File: src/rtl/cache_axi_arbiter.sv
`default_nettype none
// ---------------------------------------------------------------------------
// cache_axi_arbiter : round-robin arbiter of cache line fills/writebacks onto
//                     one AXI4 master port.   Revision 1.0
// ---------------------------------------------------------------------------
module cache_axi_arbiter #(
  parameter int DATA_WIDTH  = 64,
  parameter int ADDR_WIDTH  = 64,
  parameter int BEATS       = 8,
  parameter int CONNECTIONS = 2
) (
  input  logic                                        clk,
  input  logic                                        reset,
  input  logic [CONNECTIONS-1:0]                      req_valid,
  input  logic [CONNECTIONS-1:0]                      req_store,
  input  logic [CONNECTIONS-1:0][ADDR_WIDTH-1:0]      req_addr,
  input  logic [CONNECTIONS-1:0][DATA_WIDTH*BEATS-1:0] req_wdata,
  output logic [CONNECTIONS-1:0]                      req_ready,
  output logic [CONNECTIONS-1:0]                      resp_valid,
  input  logic [CONNECTIONS-1:0]                      resp_ready,
  output logic [DATA_WIDTH*BEATS-1:0]                 resp_rdata,
  output logic                                        resp_err,
  output logic [ADDR_WIDTH-1:0]                       m_axi_araddr,
  output logic [7:0]                                  m_axi_arlen,
  output logic [2:0]                                  m_axi_arsize,
  output logic [1:0]                                  m_axi_arburst,
  output logic                                        m_axi_arvalid,
  input  logic                                        m_axi_arready,
  input  logic [DATA_WIDTH-1:0]                       m_axi_rdata,
  input  logic [1:0]                                  m_axi_rresp,
  input  logic                                        m_axi_rlast,
  input  logic                                        m_axi_rvalid,
  output logic                                        m_axi_rready,
  output logic [ADDR_WIDTH-1:0]                       m_axi_awaddr,
  output logic [7:0]                                  m_axi_awlen,
  output logic [2:0]                                  m_axi_awsize,
  output logic [1:0]                                  m_axi_awburst,
  output logic                                        m_axi_awvalid,
  input  logic                                        m_axi_awready,
  output logic [DATA_WIDTH-1:0]                       m_axi_wdata,
  output logic                                        m_axi_wlast,
  output logic                                        m_axi_wvalid,
  input  logic                                        m_axi_wready,
  input  logic [1:0]                                  m_axi_bresp,
  input  logic                                        m_axi_bvalid,
  output logic                                        m_axi_bready
);

  localparam int CNT_W = $clog2(BEATS) + 1;
  localparam int IDX_W = (BEATS > 1) ? $clog2(BEATS) : 1;
  localparam int GNT_W = $clog2(CONNECTIONS);
  localparam int OFF_W = $clog2(BEATS * DATA_WIDTH / 8);
  localparam logic [ADDR_WIDTH-1:0] ADDR_MASK =
    ~((ADDR_WIDTH'(1) << OFF_W) - ADDR_WIDTH'(1));

  typedef enum logic [2:0] {
    S_IDLE = 3'd0,
    S_AR   = 3'd1,
    S_R    = 3'd2,
    S_AW   = 3'd3,
    S_W    = 3'd4,
    S_B    = 3'd5,
    S_RESP = 3'd6
  } state_t;

  state_t                              r_state;
  logic [GNT_W-1:0]                    r_rr_last;
  logic [GNT_W-1:0]                    r_gnt;
  logic [CNT_W-1:0]                    r_cnt;
  logic [BEATS-1:0][DATA_WIDTH-1:0]    r_buf;
  logic                                r_err;
  logic [ADDR_WIDTH-1:0]               r_addr;
  logic                                r_arvalid;
  logic                                r_rready;
  logic                                r_awvalid;
  logic                                r_wvalid;
  logic                                r_bready;
  logic [CONNECTIONS-1:0]              r_resp_valid;

  logic                                w_found;
  logic [GNT_W-1:0]                    w_winner;
  logic [GNT_W-1:0]                    w_cand;
  logic [CONNECTIONS-1:0]              w_req_ready;
  logic [CONNECTIONS-1:0]              w_gnt_oh;
  logic [IDX_W-1:0]                    w_idx;
  logic                                w_last_beat;

  // Scan starts one past the last winner so every client gets a turn.
  always_comb begin
    w_found  = 1'b0;
    w_winner = '0;
    w_cand   = '0;
    for (int i = 1; i <= CONNECTIONS; i++) begin
      w_cand = GNT_W'((int'(r_rr_last) + i) % CONNECTIONS);
      if (!w_found && req_valid[w_cand]) begin
        w_found  = 1'b1;
        w_winner = w_cand;
      end
    end
  end

  always_comb begin
    w_req_ready = '0;
    if (r_state == S_IDLE && w_found && !reset)
      w_req_ready[w_winner] = 1'b1;
  end

  always_comb begin
    w_gnt_oh        = '0;
    w_gnt_oh[r_gnt] = 1'b1;
  end

  assign w_idx       = r_cnt[IDX_W-1:0];
  assign w_last_beat = (r_cnt == CNT_W'(BEATS - 1));

  assign req_ready     = w_req_ready;
  assign resp_valid    = r_resp_valid;
  assign resp_rdata    = r_buf;
  assign resp_err      = r_err && (r_state == S_RESP);

  assign m_axi_araddr  = r_addr & ADDR_MASK;
  assign m_axi_arlen   = 8'(BEATS - 1);
  assign m_axi_arsize  = 3'($clog2(DATA_WIDTH / 8));
  assign m_axi_arburst = 2'b01;
  assign m_axi_arvalid = r_arvalid;
  assign m_axi_rready  = r_rready;
  assign m_axi_awaddr  = r_addr & ADDR_MASK;
  assign m_axi_awlen   = 8'(BEATS - 1);
  assign m_axi_awsize  = 3'($clog2(DATA_WIDTH / 8));
  assign m_axi_awburst = 2'b01;
  assign m_axi_awvalid = r_awvalid;
  assign m_axi_wdata   = r_buf[w_idx];
  assign m_axi_wlast   = r_wvalid && w_last_beat;
  assign m_axi_wvalid  = r_wvalid;
  assign m_axi_bready  = r_bready;

  always_ff @(posedge clk or posedge reset) begin
    if (reset) begin
      r_state      <= S_IDLE;
      r_rr_last    <= GNT_W'(CONNECTIONS - 1);
      r_gnt        <= '0;
      r_cnt        <= '0;
      r_buf        <= '0;
      r_err        <= 1'b0;
      r_addr       <= '0;
      r_arvalid    <= 1'b0;
      r_rready     <= 1'b0;
      r_awvalid    <= 1'b0;
      r_wvalid     <= 1'b0;
      r_bready     <= 1'b0;
      r_resp_valid <= '0;
    end else begin
      case (r_state)
        S_IDLE: begin
          if (w_found) begin
            r_gnt     <= w_winner;
            r_rr_last <= w_winner;
            r_addr    <= req_addr[w_winner];
            r_cnt     <= '0;
            r_err     <= 1'b0;
            if (req_store[w_winner]) begin
              r_buf     <= req_wdata[w_winner];
              r_awvalid <= 1'b1;
              r_state   <= S_AW;
            end else begin
              r_arvalid <= 1'b1;
              r_state   <= S_AR;
            end
          end
        end
        S_AR: begin
          if (m_axi_arready) begin
            r_arvalid <= 1'b0;
            r_rready  <= 1'b1;
            r_state   <= S_R;
          end
        end
        S_R: begin
          if (m_axi_rvalid) begin
            // Surplus beats past a full line are dropped but flagged.
            if (r_cnt < CNT_W'(BEATS)) begin
              r_buf[w_idx] <= m_axi_rdata;
              r_cnt        <= r_cnt + CNT_W'(1);
            end else begin
              r_err <= 1'b1;
            end
            if (m_axi_rresp != 2'b00)
              r_err <= 1'b1;
            if (m_axi_rlast) begin
              if (!w_last_beat)
                r_err <= 1'b1;
              r_rready     <= 1'b0;
              r_resp_valid <= w_gnt_oh;
              r_state      <= S_RESP;
            end
          end
        end
        S_AW: begin
          if (m_axi_awready) begin
            r_awvalid <= 1'b0;
            r_wvalid  <= 1'b1;
            r_cnt     <= '0;
            r_state   <= S_W;
          end
        end
        S_W: begin
          if (m_axi_wready) begin
            r_cnt <= r_cnt + CNT_W'(1);
            if (w_last_beat) begin
              r_wvalid <= 1'b0;
              r_bready <= 1'b1;
              r_state  <= S_B;
            end
          end
        end
        S_B: begin
          if (m_axi_bvalid) begin
            if (m_axi_bresp != 2'b00)
              r_err <= 1'b1;
            r_bready     <= 1'b0;
            r_resp_valid <= w_gnt_oh;
            r_state      <= S_RESP;
          end
        end
        S_RESP: begin
          if (resp_ready[r_gnt]) begin
            r_resp_valid <= '0;
            r_cnt        <= '0;
            r_err        <= 1'b0;
            r_state      <= S_IDLE;
          end
        end
        default: r_state <= S_IDLE;
      endcase
    end
  end

endmodule
`default_nettype wire

File: config.mk
export PLATFORM = sky130hd
export DESIGN_NAME = cache_axi_arbiter
export DESIGN_NICKNAME = d
export VERILOG_FILES = /design/src/rtl/cache_axi_arbiter.sv
export SDC_FILE = /design/constraint.sdc
export NUM_CORES = 2
export LEC_CHECK = 0
export CORE_AREA = 2 2 777 779
export CTS_CLUSTER_SIZE = 14
export DETAILED_ROUTE_END_ITERATION = 10
export DIE_AREA = 0 0 779 781
export PLACE_DENSITY = 0.3
export SYNTH_ARGS = -nofsm -noshare
export SYNTH_HDL_FRONTEND = slang
export SYNTH_SLANG_ARGS = --single-unit
File: constraint.sdc
create_clock -name clk -period 19.5 [get_ports clk]
set_clock_uncertainty 0.05 [all_clocks]
set_input_delay 3.9 -clock clk [delete_from_list [all_inputs] [get_ports clk]]
set_output_delay 3.9 -clock clk [all_outputs]
set_load 0.02 [all_outputs]
==> flow_metrics.env <==
export IMPL_run_status="finished, final reports clean"
export IMPL_rows=285
export IMPL_drt_wl_total_um=530000
export IMPL_synth_yosys_warnings=0
export IMPL_final_common_cell="clkdlybuf4s50_1"
export IMPL_grt_max_degree=103
export IMPL_post_cts_repair_setup_buffers=0
export IMPL_maxCapViolations=0
export IMPL_cts_tree="done"
export IMPL_clk_pin_slew_worst_paths_ps=60
export IMPL_cp_required_ps=15550
export IMPL_nets=6346
export IMPL_drtIter0Drc=3893
export IMPL_route_detailed_drc=0
export IMPL_drt_wirelength_per_cell_um=39.7
export IMPL_synth_cells=3381
export IMPL_crit_type="primary input to output port"
export IMPL_slew_headroom_pct=7.81
export IMPL_p_comb_share_pct=63.1
export IMPL_syn_avg_cell_area_sq_um=11.1
export IMPL_cts_resized=0
export IMPL_final_cell_mix="clkdlybuf4s50_1 (1923), dfrtp_1 (583), mux2_2 (556), mux2i_1 (550), o2bb2ai_1 (514)"
export IMPL_p_leak_nw=24.1
export IMPL_clock_power_share_pct=14.7
export IMPL_powerDensity_mw_per_mm2=176
export IMPL_max_freq_mhz=100
export IMPL_grt_first_pass_wirelength_um=630000
export IMPL_p_seq_share_pct=22.2
export IMPL_portBuffers=1924
export IMPL_clk_insertion_delay_late_ps=830
export IMPL_die_height_um=781
export IMPL_grt_ovfl_total=0
export IMPL_die_w_um=779
export IMPL_first_pass_iters=5
export IMPL_ios=1975
export IMPL_yosysTopAreaCellShare_pct=39.0
export IMPL_die_area_sq_mm=0.608
export IMPL_tns_ps=0
export IMPL_clock_sinks=587
export IMPL_post_dp_hpwl_um=454000
export IMPL_cp_slowest_stage_delay_ps=740
export IMPL_drv_slew=0
export IMPL_synth_edf_count=0
export IMPL_cts_root_buf="clkbuf_16"
export IMPL_antenna_found_initial=298
export IMPL_crit_buf_inv=2
export IMPL_synthTopCellsByArea="dfrtp_1 (39%), mux2_2 (17%), mux2i_1 (15%)"
export IMPL_critPathSlowestCell="clkdlybuf4s50_1"
export IMPL_synth_seq_cells=587
export IMPL_grt_setup_unrepaired="no"
export IMPL_start_util_pct=6.26
export IMPL_cp_arrival_ps=6040
export IMPL_max_slew_worst_pin_slew_ps=1370
export IMPL_p_sw_w=0.00660
export IMPL_synth_seq_area_share_pct=39.1
export IMPL_total_power_w=0.0123
export IMPL_vias=41600
export IMPL_drive_above_1_share_pct=17.8
export IMPL_crit_family="buffers and inverters"
export IMPL_vias_per_cell=3.12
export IMPL_grt_util_all_layers_pct=16.7
export IMPL_synth_ff_type="dfrtp_1"
export IMPL_startpoint_type="primary input"
export IMPL_synth_cell_types=57
export IMPL_cts_buffer_depth=4
export IMPL_timing_critical_path_mode_cell="clkdlybuf4s50_1"
export IMPL_netlist_area_sq_mm=0.0376
export IMPL_hold_class="register to register"
export IMPL_ir_worst_vdd_v=0.0000782
export IMPL_ant_nets=0
export IMPL_core_area_sq_mm=0.601
export IMPL_cts_buffers_inserted=95
export IMPL_cts_htree_levels=3
export IMPL_grt_pass1_vias=42100
export IMPL_final_util_pct=11.6
export IMPL_crit_path_end_kind="output port"
export IMPL_path_cells="clkdlybuf4s50_1 > o21ai_0 > nor3_1 > clkdlybuf4s50_1"
export IMPL_period_minus_slack_ps=9990
export IMPL_cp_max_fo=6
export IMPL_ctsHoldBuffers=0
export IMPL_final_hold_viol_count=0
export IMPL_timing_final_crit_share_pct=51.2
export IMPL_post_synth_top_area_cell="dfrtp_1"
export IMPL_p_int_w=0.00567
export IMPL_switching_share_pct=53.8
export IMPL_setup_viol=0
export IMPL_place_gp_congestion=0.898
export IMPL_area_growth_pct=85.2
export IMPL_async_flop_share_pct=100
## power groups by stage
stage / Clock, W / Sequential (W) / Combinational (W)
after detailed placement: 0 / 0.00273 / 0.00784
after global routing: 0.00190 / 0.00278 / 0.00815
after floorplan: 0 / 0.00299 / 0.00242
after global placement: 0 / 0.00271 / 0.00787
final: 0.00181 / 0.00272 / 0.00774
after CTS: 0.00188 / 0.00272 / 0.00788
## final timing paths
kind	slack, ps	depth (start not counted)	to	from
max	9510	4	req_ready[0]	req_valid[0]
min	440	1	resp_valid[0]	resp_valid[0]
max reg2reg	13860	9	resp_rdata[285]	r_rr_last
min reg2reg	440	1	resp_valid[0]	resp_valid[0]
max in group asynchronous	12590	6	resp_rdata[288]	reset
min in group asynchronous	3740	2	resp_rdata[445]	reset
## through the flow
step / instance area [sq um] / setup WS (ps) / instances / hold WS (ps)
2_1_floorplan: 37700 / 7550 / 3417 / 461
3_3_place_gp: 66200 / 9440 / 13100 / 430
3_5_place_dp: 66200 / 9430 / 13100 / 437
4_1_cts: 69300 / 9180 / 13200 / 450
5_1_grt: 69400 / 9340 / 13300 / 474
6_report: 69600 / 9510 / 13300 / 440
## flip-flops by register name (all words and copies together) (netlist names)
signal / count
r_rr_last: 1
m_axi_arvalid: 1
r_err: 1
m_axi_awvalid: 1
resp_valid: 2
r_addr: 58
r_cnt: 4
m_axi_rready: 1
resp_rdata: 512
r_state: 3
m_axi_bready: 1
m_axi_wvalid: 1
r_gnt: 1
## routing by layer
layer | up-vias | track usage, % | share of wire (%)
met5 | - | 0 | 0.17
met4 | 132 | 4.01 | 2.8
met3 | 639 | 10.1 | 15
met2 | 2740 | 25.5 | 43
met1 | 21700 | 19.7 | 39
li1 | 16400 | - | -
## logic make-up after synthesis
logic type / Yosys count / synth area share [%]
fa+ha+maj: 1 / 0.0333
flops: 587 / 39.1
xor+xnor: 2 / 0.0466
buf+inv: 478 / 6.05
mux: 1145 / 33.2
other cells: 2 / 0.0200
compound gates: 827 / 17.8
simple gates: 339 / 3.71
## worst register-to-register path, delay by kind of cell (launching register included)
family	cells	cell delay [ps]
compound gates	2	610
mux	2	1410
flops	1	390
buf+inv	5	3130
## cell usage after synthesis (5+ instances only)
cell type,instances
nor2b_1,5
a21oi_1,27
buf_4,109
inv_1,6
o21ai_2,6
buf_1,97
clkbuf_1,209
a22o_1,7
nor3_1,5
buf_2,55
a31oi_1,62
nand2_1,178
o2bb2ai_1,514
a22oi_1,33
a221oi_1,71
mux2i_1,553
nor2_1,116
mux4_2,26
mux2_2,556
nand3_1,7
a221o_1,8
mux2_1,10
a222oi_1,7
dfrtp_1,586
o21ai_0,68
## area by class of cell
cell class,instances,area [sq um]
fill,68600,531000
tap,8036,10100
inverter,8,46.3
antenna,118,295
clock buffer,139,2800
timing repair buffer,2067,20400
sequential,587,14700
multi-input combinational,2352,21000
clock inverter,24,288
(Power assumes the default switching activity.)
